### src/rtl/prog_loader_pkg.sv
// Shared types and sizing for the serial program loader.
package prog_loader_pkg;

    // Program RAM geometry seen by the CPU
    localparam int unsigned PROG_ADDR_W      = 4;
    localparam int unsigned PROG_DEPTH       = 16;
    localparam int unsigned PROG_DATA_W      = 8;

    // Default serial bit period in clocks (even, >= 4)
    localparam int unsigned LDR_CLKS_PER_BIT = 16;

    // Loader states; the receiver sub-module uses ARM/START/DATA/STOP,
    // the top level uses IDLE/ARM/WRITE/RELEASE.
    typedef enum logic [2:0] {
        LDR_IDLE    = 3'd0,
        LDR_ARM     = 3'd1,
        LDR_START   = 3'd2,
        LDR_DATA    = 3'd3,
        LDR_STOP    = 3'd4,
        LDR_WRITE   = 3'd5,
        LDR_RELEASE = 3'd6
    } ldr_state_t;

endpackage

### src/rtl/prog_loader_rx.sv
// 8N1 serial byte receiver: input synchronizer, bit timing and shifter.
// While disabled it parks in ARM waiting for a start bit.
module prog_loader_rx
    import prog_loader_pkg::*;
#(
    parameter int unsigned CLKS_PER_BIT = LDR_CLKS_PER_BIT
) (
    input  logic                   clk,
    input  logic                   reset,
    input  logic                   i_en,
    input  logic                   i_rx,
    output logic                   o_byte_valid,
    output logic [PROG_DATA_W-1:0] o_byte_data,
    output logic                   o_stop_err
);

    localparam int unsigned BAUD_W = $clog2(CLKS_PER_BIT);
    localparam logic [BAUD_W-1:0] BAUD_HALF = BAUD_W'(CLKS_PER_BIT / 2 - 1);
    localparam logic [BAUD_W-1:0] BAUD_FULL = BAUD_W'(CLKS_PER_BIT - 1);

    logic                   r_rx_meta;
    logic                   r_rx_s;
    ldr_state_t             r_state;
    logic [BAUD_W-1:0]      r_baud_cnt;
    logic [2:0]             r_bit_cnt;
    logic [PROG_DATA_W-1:0] r_shift;
    logic                   r_byte_valid;
    logic                   r_stop_err;

    // Two-flop synchronizer; idle level is high
    always_ff @(posedge clk or posedge reset) begin
        if (reset) begin
            r_rx_meta <= 1'b1;
            r_rx_s    <= 1'b1;
        end else begin
            r_rx_meta <= i_rx;
            r_rx_s    <= r_rx_meta;
        end
    end

    // Frame timing: mid start-bit check, 8 data samples, mid stop-bit check
    always_ff @(posedge clk or posedge reset) begin
        if (reset) begin
            r_state      <= LDR_ARM;
            r_baud_cnt   <= '0;
            r_bit_cnt    <= '0;
            r_shift      <= '0;
            r_byte_valid <= 1'b0;
            r_stop_err   <= 1'b0;
        end else begin
            r_byte_valid <= 1'b0;
            r_stop_err   <= 1'b0;
            if (!i_en) begin
                r_state    <= LDR_ARM;
                r_baud_cnt <= '0;
            end else begin
                case (r_state)
                    LDR_ARM: begin
                        if (!r_rx_s) begin
                            r_state    <= LDR_START;
                            r_baud_cnt <= '0;
                        end
                    end
                    LDR_START: begin
                        if (r_baud_cnt == BAUD_HALF) begin
                            r_baud_cnt <= '0;
                            r_bit_cnt  <= '0;
                            // A high line at mid start bit is a glitch
                            r_state    <= r_rx_s ? LDR_ARM : LDR_DATA;
                        end else begin
                            r_baud_cnt <= r_baud_cnt + BAUD_W'(1);
                        end
                    end
                    LDR_DATA: begin
                        if (r_baud_cnt == BAUD_FULL) begin
                            r_baud_cnt <= '0;
                            r_shift    <= {r_rx_s, r_shift[PROG_DATA_W-1:1]};
                            if (r_bit_cnt == 3'd7) begin
                                r_state <= LDR_STOP;
                            end else begin
                                r_bit_cnt <= r_bit_cnt + 3'd1;
                            end
                        end else begin
                            r_baud_cnt <= r_baud_cnt + BAUD_W'(1);
                        end
                    end
                    LDR_STOP: begin
                        if (r_baud_cnt == BAUD_FULL) begin
                            // Re-arm at mid stop bit so a back-to-back start edge is caught
                            r_baud_cnt   <= '0;
                            r_state      <= LDR_ARM;
                            r_byte_valid <= r_rx_s;
                            r_stop_err   <= ~r_rx_s;
                        end else begin
                            r_baud_cnt <= r_baud_cnt + BAUD_W'(1);
                        end
                    end
                    default: begin
                        r_state    <= LDR_ARM;
                        r_baud_cnt <= '0;
                    end
                endcase
            end
        end
    end

    assign o_byte_valid = r_byte_valid;
    assign o_byte_data  = r_shift;
    assign o_stop_err   = r_stop_err;

endmodule

### src/rtl/prog_loader.sv
// Serial program loader: fills the CPU's 16-byte program RAM from an 8N1
// line and holds the CPU in reset until the whole image is written.
// CLKS_PER_BIT must be even and at least 4.
module prog_loader
    import prog_loader_pkg::*;
#(
    parameter int unsigned CLKS_PER_BIT = LDR_CLKS_PER_BIT
) (
    input  logic                   clk,
    input  logic                   reset,
    input  logic                   rx,
    input  logic                   load_start,
    output logic                   prog,
    output logic [PROG_ADDR_W-1:0] addr,
    output logic [PROG_DATA_W-1:0] programm_input,
    output logic                   cpu_reset,
    output logic                   busy,
    output logic                   done,
    output logic                   frame_err
);

    localparam logic [PROG_ADDR_W-1:0] LAST_ADDR = PROG_ADDR_W'(PROG_DEPTH - 1);

    ldr_state_t             r_state;
    logic [PROG_ADDR_W-1:0] r_byte_cnt;
    logic                   r_prog;
    logic [PROG_ADDR_W-1:0] r_addr;
    logic [PROG_DATA_W-1:0] r_data;
    logic                   r_cpu_reset;
    logic                   r_busy;
    logic                   r_done;
    logic                   r_frame_err;

    logic                   w_rx_en;
    logic                   w_byte_valid;
    logic [PROG_DATA_W-1:0] w_byte_data;
    logic                   w_stop_err;

    // Receiver runs only while waiting for or committing a byte
    assign w_rx_en = (r_state == LDR_ARM) || (r_state == LDR_WRITE);

    prog_loader_rx #(
        .CLKS_PER_BIT (CLKS_PER_BIT)
    ) u_rx (
        .clk          (clk),
        .reset        (reset),
        .i_en         (w_rx_en),
        .i_rx         (rx),
        .o_byte_valid (w_byte_valid),
        .o_byte_data  (w_byte_data),
        .o_stop_err   (w_stop_err)
    );

    // Session control and CPU-facing registers
    always_ff @(posedge clk or posedge reset) begin
        if (reset) begin
            r_state     <= LDR_IDLE;
            r_byte_cnt  <= '0;
            r_prog      <= 1'b0;
            r_addr      <= '0;
            r_data      <= '0;
            r_cpu_reset <= 1'b1;
            r_busy      <= 1'b0;
            r_done      <= 1'b0;
            r_frame_err <= 1'b0;
        end else begin
            r_prog <= 1'b0;
            r_done <= 1'b0;
            case (r_state)
                LDR_IDLE: begin
                    r_cpu_reset <= 1'b0;
                    r_busy      <= 1'b0;
                    if (load_start) begin
                        r_state     <= LDR_ARM;
                        r_byte_cnt  <= '0;
                        r_frame_err <= 1'b0;
                        r_cpu_reset <= 1'b1;
                        r_busy      <= 1'b1;
                    end
                end
                LDR_ARM: begin
                    if (w_byte_valid) begin
                        // prog is high exactly during WRITE; addr/data hold afterwards
                        r_state <= LDR_WRITE;
                        r_prog  <= 1'b1;
                        r_addr  <= r_byte_cnt;
                        r_data  <= w_byte_data;
                    end else if (w_stop_err) begin
                        r_frame_err <= 1'b1;
                    end
                end
                LDR_WRITE: begin
                    if (r_byte_cnt == LAST_ADDR) begin
                        r_state <= LDR_RELEASE;
                        r_done  <= 1'b1;
                    end else begin
                        r_byte_cnt <= r_byte_cnt + PROG_ADDR_W'(1);
                        r_state    <= LDR_ARM;
                    end
                end
                LDR_RELEASE: begin
                    r_cpu_reset <= 1'b0;
                    r_busy      <= 1'b0;
                    r_state     <= LDR_IDLE;
                end
                default: begin
                    r_state <= LDR_IDLE;
                end
            endcase
        end
    end

    assign prog           = r_prog;
    assign addr           = r_addr;
    assign programm_input = r_data;
    assign cpu_reset      = r_cpu_reset;
    assign busy           = r_busy;
    assign done           = r_done;
    assign frame_err      = r_frame_err;

endmodule

### config.mk
export PLATFORM = sky130hd
export DESIGN_NAME = prog_loader
export DESIGN_NICKNAME = d
export VERILOG_FILES = /design/src/rtl/prog_loader_pkg.sv /design/src/rtl/prog_loader_rx.sv /design/src/rtl/prog_loader.sv
export SDC_FILE = /design/constraint.sdc
export NUM_CORES = 1
export LEC_CHECK = 0
export ABC_AREA = 1
export BUFFER_PORTS_ARGS = -buffer_cell sky130_fd_sc_hd__buf_2
export CAP_MARGIN = 10
export CORE_ASPECT_RATIO = 0.8
export CORE_UTILIZATION = 59
export CTS_BUF_LIST = sky130_fd_sc_hd__clkbuf_8
export CTS_CLUSTER_SIZE = 8
export DETAILED_ROUTE_END_ITERATION = 6
export PLACE_DENSITY = 0.85
export SLEW_MARGIN = 20
export SYNTH_ARGS = -nofsm -noshare
export SYNTH_HDL_FRONTEND = slang
export SYNTH_HIERARCHICAL = 1
export SYNTH_SLANG_ARGS = --single-unit
### constraint.sdc
create_clock -name clk -period 3.2 [get_ports clk]
set_clock_uncertainty 0.1 [all_clocks]
set_input_delay 0.64 -clock clk [delete_from_list [all_inputs] [get_ports clk]]
set_output_delay 0.64 -clock clk [all_outputs]
set_load 0.05 [all_outputs]
==> results of run 1 <==
-- layer usage --
metal	wire length [microns]	part of all wire, %	up-vias	GRT usage, %
met3	176	4.6	6	6.64
met2	1670	44	37	35.4
met4	71	1.9	0	9.91
li1	-	-	858	-
met1	1900	50	760	28.9
met5	0	0	-	0
-- how the worst min path moves through the flow --
| stage | from | end | slack (ns) | depth (start not counted) |
|---|---|---|---|---|
| final | u_rx/r_rx_meta$_DFF_PP1_ | u_rx/r_rx_s$_DFF_PP1_ | 0.26 | 0 |
| after global routing | u_rx/r_rx_meta$_DFF_PP1_ | u_rx/r_rx_s$_DFF_PP1_ | 0.27 | 0 |
| after CTS | u_rx/r_rx_meta$_DFF_PP1_ | u_rx/r_rx_s$_DFF_PP1_ | 0.26 | 0 |
| after detailed placement | u_rx/r_rx_meta$_DFF_PP1_ | u_rx/r_rx_s$_DFF_PP1_ | 0.25 | 0 |
| after global placement | u_rx/r_rx_meta$_DFF_PP1_ | u_rx/r_rx_s$_DFF_PP1_ | 0.25 | 0 |
| after floorplan | u_rx/r_rx_meta$_DFF_PP1_ | u_rx/r_rx_s$_DFF_PP1_ | 0.25 | 0 |
-- flip-flops by register name, indices dropped and copies added, names as in the netlist --
register and flops:
u_rx/r_rx_meta 1, u_rx/r_baud_cnt 4, u_rx/r_bit_cnt 3, done 1, u_rx/r_state 3, u_rx/o_byte_data 8
u_rx/o_stop_err 1, cpu_reset 1, r_state 3, prog 1, u_rx/r_rx_s 1, r_byte_cnt 4
busy 1, addr 4, frame_err 1, programm_input 8, u_rx/o_byte_valid 1
-- power by group through the flow --
stage	clock (uW)	combinational, uW	sequential [uW]
after floorplan	0	280	679
after global placement	0	331	681
after detailed placement	0	340	681
after CTS	447	341	671
after global routing	469	385	678
final	433	340	672
-- cells in the mapped netlist --
| master | n | area share [%] |
|---|---|---|
| a21oi_1 | 2 | 0.45 |
| a21oi_2 | 1 | 0.40 |
| buf_2 | 2 | 0.45 |
| buf_4 | 1 | 0.34 |
| buf_6 | 1 | 0.51 |
| dfrtp_1 | 42 | 47 |
| dfstp_2 | 4 | 4.7 |
| ha_1 | 4 | 2.3 |
| inv_1 | 18 | 3.1 |
| inv_2 | 5 | 0.85 |
| inv_4 | 1 | 0.28 |
| nand2_1 | 91 | 15 |
| nand2_2 | 5 | 1.4 |
| nand2_4 | 3 | 1.5 |
| nand3_1 | 23 | 5.2 |
| nand3_2 | 4 | 1.8 |
| nand3b_1 | 2 | 0.68 |
| nand3b_4 | 1 | 0.90 |
| nand4_1 | 4 | 1.1 |
| nor2_1 | 19 | 3.2 |
| nor2_2 | 3 | 0.85 |
| nor2_4 | 3 | 1.5 |
| nor2_8 | 1 | 0.90 |
| nor3_2 | 1 | 0.45 |
| o21a_1 | 1 | 0.34 |
| o21ai_0 | 4 | 0.90 |
| o21ai_1 | 5 | 1.1 |
| o21ai_2 | 2 | 0.79 |
| or2_0 | 1 | 0.28 |
| or2_2 | 1 | 0.28 |
| xor2_1 | 1 | 0.40 |
-- stage by stage --
step	hold WS (ns)	setup WS [ns]	instances	utilization (%)	cell area (sq um)
global route	0.267	1.27	322	69.6	2450
floorplan	0.245	1.65	256	-	2210
CTS	0.260	1.36	322	69.6	2450
finish	0.259	1.37	322	69.6	2450
detailed placement	0.248	1.49	314	66.4	2340
global placement	0.248	1.59	314	66.4	2340
-- logic make-up after synthesis --
logic type / count (synthesis)
AOI/OAI and AO/OA: 15
xor gates and xnor gates: 1
adders and majority gates: 4
buffers and inverters: 28
DFF: 46
and+or+nand+nor: 162
-- final cells by class --
| class | instances | area [sq um] |
|---|---|---|
| Multi-Input combinational cell | 182 | 936 |
| Tap cell | 42 | 52.6 |
| Timing Repair Buffer | 20 | 100 |
| Inverter | 24 | 92.6 |
| Sequential cell | 46 | 1160 |
| Clock buffer | 5 | 68.8 |
| Fill cell | 266 | 1070 |
| Clock inverter | 3 | 43.8 |
==> metrics.yaml, run 1 <==
cp-startpoint: "cpu_reset$_DFFE_PP1P_"
end_kind: "primary output"
ys_ff_latch: 46
status: "complete, but fails checks"
postCtsSetupRepairBufs: 0
reg2reg_to: "u_rx/o_byte_data[5]$_DFFE_PP0P_"
violations: "DRC"
synthCells: 256
synth_compound_area_share_pct: 4.01
grt_pass1_wl_mm: 6.78
critPathMaxFanout: 2
seqPwrFrac_pct: 46.5
crit_end: "cpu_reset"
clock_sinks: 46
area_growth_pct: 10.7
worst-path-stages: 1
worst_pin_slew_ns: 0.846
finalSetupTns_ns: 0
p_int_uw: 972
grt_setup_unrepaired: "false"
clock_latency_ns: 0.30
hold_viol_final: 0
final_common_cell: "nand2_1"
drtPass1Iterations: 6
peakVddDrop_v: 0.000371
dieArea_sq_mm: 0.00400
p_leak_uw: 0.00134
min_path_type: "flop to flop"
cp_cell_sequence: "buf_2"
gp_congestion: 0.865
wl_per_cell_microns: 11.8
grt_start_max_net_pins: 25
via_per_inst: 5.16
post_cts_resized: 0
p_sw_share_pct: 32.7
via_count: 1661
start_kind: "flop"
synth_fa_ha_area_share_pct: 2.26
htreeDepth: 2
die_height_microns: 56.8
cts_tree: "done"
hold_buffers: 0
ys_seq_area_share_pct: 52.2
initial_core_util_pct: 62.9
synth_warnings: 6
synth-simple-area-share_pct: 35.6
ctsRootBufferMaster: "clkbuf_8"
num_rows: 19
dp_hpwl_mm: 2.80
period_needed_ns: 1.83
rrSetupSlack_ns: 1.47
totalWireLength_mm: 3.82
synth_mux_area_share_pct: 0
drc_errors: 10
yosysUniqueCellTypes: 31
worst-setup-path-type: "flop to primary output"
clk_pin_slew_ns: 0.08
drv_slew: 0
path_delay_family: "flip-flops"
finalCritPeriodShare_pct: 57.1
crit_slowest_cell: "dfstp_2"
die_w_microns: 70.5
critPathBufInv: 1
port_buffers: 20
combPwrFrac_pct: 23.5
timing.rr.start: "r_state[1]$_DFFE_PP0P_"
syn-num-nets: 264
cts_buffers: 5
synth_area_per_cell_sq_um: 8.65
syn_area_sq_mm: 0.00221
power.share.clock_pct: 30.0
drtIter0Drc: 133
drive_gt1_share_pct: 22.5
final_cell_mix: "nand2_1 (91), dfrtp_1 (42), nand3_1 (23)"
total_power_uw: 1450
synth_top_family_by_area: "simple AND/OR/NAND/NOR gates"
clock_path_buffers: 2
switching_power_uw: 473
core_area_sq_mm: 0.00352
crit_required_ns: 2.46
relSlewSlack_pct: 43.6
fmax_mhz: 547
nets: 287
grt_remaining_overflow: 0
grt.total_usage_pct: 22.5
rr_worst_depth: 8
finalSetupViolCount: 0
ant_nets: 0
maxCapViolCount: 0
antenna_cells: 0
antenna_found_initial: 0
critPathArrivalTime_ns: 1.09
synth_xor_area_share_pct: 0.396
num_io_pins: 21
powerDensity_mw_per_mm2: 590
grt_pass1_vias: 1527
slowest_delay_ns: 0.54
Power figures use the tool's default switching activity.
==> run 2: changes to the inputs <==
Clock period 3.2 ns to 1.7 ns, I/O delays scaled along.
==> metrics.yaml, run 2 (synthesis gave the netlist of run 1 again) <==
totalWireLength_mm: 3.81
drv_slew: 0
dp_hpwl_mm: 2.76
wl_per_cell_microns: 11.6
worst-setup-path-type: "flop to primary output"
multi_input_area_sq_um: 938
core_area_sq_mm: 0.00352
rrSetupSlack_ns: 0.18
grt.total_usage_pct: 21.5
grt_start_max_net_pins: 25
end_kind: "primary output"
finalCritPeriodShare_pct: 90.5
nets: 293
via_per_inst: 5.24
clock_latency_ns: 0.30
crit_required_ns: 1.26
period_needed_ns: 1.54
drc_errors: 10
finalSetupTns_ns: 0
clock_path_buffers: 2
cts_buffers: 5
combPwrFrac_pct: 25.7
powerDensity_mw_per_mm2: 1050
num_io_pins: 21
min_path_type: "input pin to flop"
grt_remaining_overflow: 0
dpl-instance-area_sq_mm: 0.00237
path_delay_family: "flip-flops"
antenna_found_initial: 0
via_count: 1719
final_cell_mix: "nand2_1 (91), dfrtp_1 (42), nand3_1 (23)"
seqPwrFrac_pct: 48.7
finalInstanceArea_sq_mm: 0.00248
clock_sinks: 46
die_w_microns: 70.5
power.share.clock_pct: 25.6
finalSetupViolCount: 0
die_height_microns: 56.8
cp_cell_sequence: "buf_2"
critPathBufInv: 1
num-fill-cells: 262
port_buffers: 20
grt_setup_unrepaired: "false"
drtIter0Drc: 106
worst_pin_slew_ns: 0.294
antenna_cells: 0
clk_pin_slew_ns: 0.09
critPathMaxFanout: 2
start_kind: "flop"
p_int_uw: 1700
area_growth_pct: 12.0
regArea_sq_mm: 0.00116
grt_pass1_vias: 1522
switching_power_uw: 900
drtPass1Iterations: 7
status: "complete, but fails checks"
hold_viol_final: 0
htreeDepth: 2
cts_tree: "done"
grt_pass1_wl_mm: 6.64
final_common_cell: "nand2_1"
maxCapViolCount: 0
dieArea_sq_mm: 0.00400
violations: "DRC"
ctsRootBufferMaster: "clkbuf_8"
fmax_mhz: 650
slowest_delay_ns: 0.54
p_sw_share_pct: 34.6
initial_core_util_pct: 62.9
total_power_uw: 2600
p_leak_uw: 0.00135
peakVddDrop_v: 0.000923
ant_nets: 0
num_rows: 19
relSlewSlack_pct: 80.4
critPathArrivalTime_ns: 1.10
crit_slowest_cell: "dfstp_2"
gp_congestion: 0.884
drive_gt1_share_pct: 24.5
## run 2: changes by cell type in the layout (fill, tap and decap cells not counted)
cell / previous run / this run
dlygate4sd3_1: 0 / 1
inv_1: 18 / 17
inv_2: 5 / 6
nor2_2: 3 / 4
buf_4: 0 / 5
clkinvlp_4: 0 / 2
bufinv_16: 1 / 0
clkinv_2: 1 / 0
nor2_1: 19 / 18
## run 2: path summary, 6_finish.rpt
check,startpoint,endpoint,cells after the start
max,cpu_reset$_DFFE_PP1P_,cpu_reset,1
min,rx,u_rx/r_rx_meta$_DFF_PP1_,1
max reg2reg,u_rx/r_baud_cnt[0]$_DFFE_PP0P_,u_rx/r_state[2]$_DFFE_PP0P_,7
min reg2reg,u_rx/r_rx_meta$_DFF_PP1_,u_rx/r_rx_s$_DFF_PP1_,0
max in group asynchronous,reset,cpu_reset$_DFFE_PP1P_,4
min in group asynchronous,reset,u_rx/o_byte_data[7]$_DFFE_PP0P_,4
## run 2: cell type report
| type | instances | share of cell area [%] |
|---|---|---|
| well taps | 42 | 2.12 |
| clock inverters | 3 | 0.959 |
| clock buffers | 5 | 2.77 |
| repair buffers | 26 | 5.95 |
| inverters | 24 | 3.73 |
| multi-input cells | 182 | 37.8 |
| flip-flops and latches | 46 | 46.6 |
## run 2: repair_timing
item / 4_1_cts / 5_1_grt
resized for setup: 0 / 2
endpoints found under the setup margin: 0 / 3
setup buffers: 0 / 1
hold buffers: 1 / 0
hold endpoints to repair: 42 / 0
## run 2: per-layer routing
metal / GRT usage (%) / up-vias / share of wire, %
li1: - / 872 / -
met1: 29.7 / 800 / 50
met2: 33.3 / 41 / 45
met3: 4.85 / 6 / 4.4
met4: 8.45 / 0 / 1.2
met5: 0 / - / 0
## run 2: stage by stage
step	setup WS, ns	hold slack [ns]	instances	util, %
floorplan	0.154	0.227	256	-
global placement	0.207	0.248	318	67.3
detailed placement	0.148	0.250	318	67.3
CTS	0.138	0.0276	327	70.2
global route	0.0493	0.0121	328	70.5
finish	0.162	0.0349	328	70.5
## run 2: power groups by stage
stage	Sequential (uW)	Combinational, uW	Clock, uW
3_5_place_dp	1280	657	0
6_report	1270	669	667
4_1_cts	1260	662	693
3_3_place_gp	1280	647	0
2_1_floorplan	1280	527	0
5_1_grt	1270	761	742
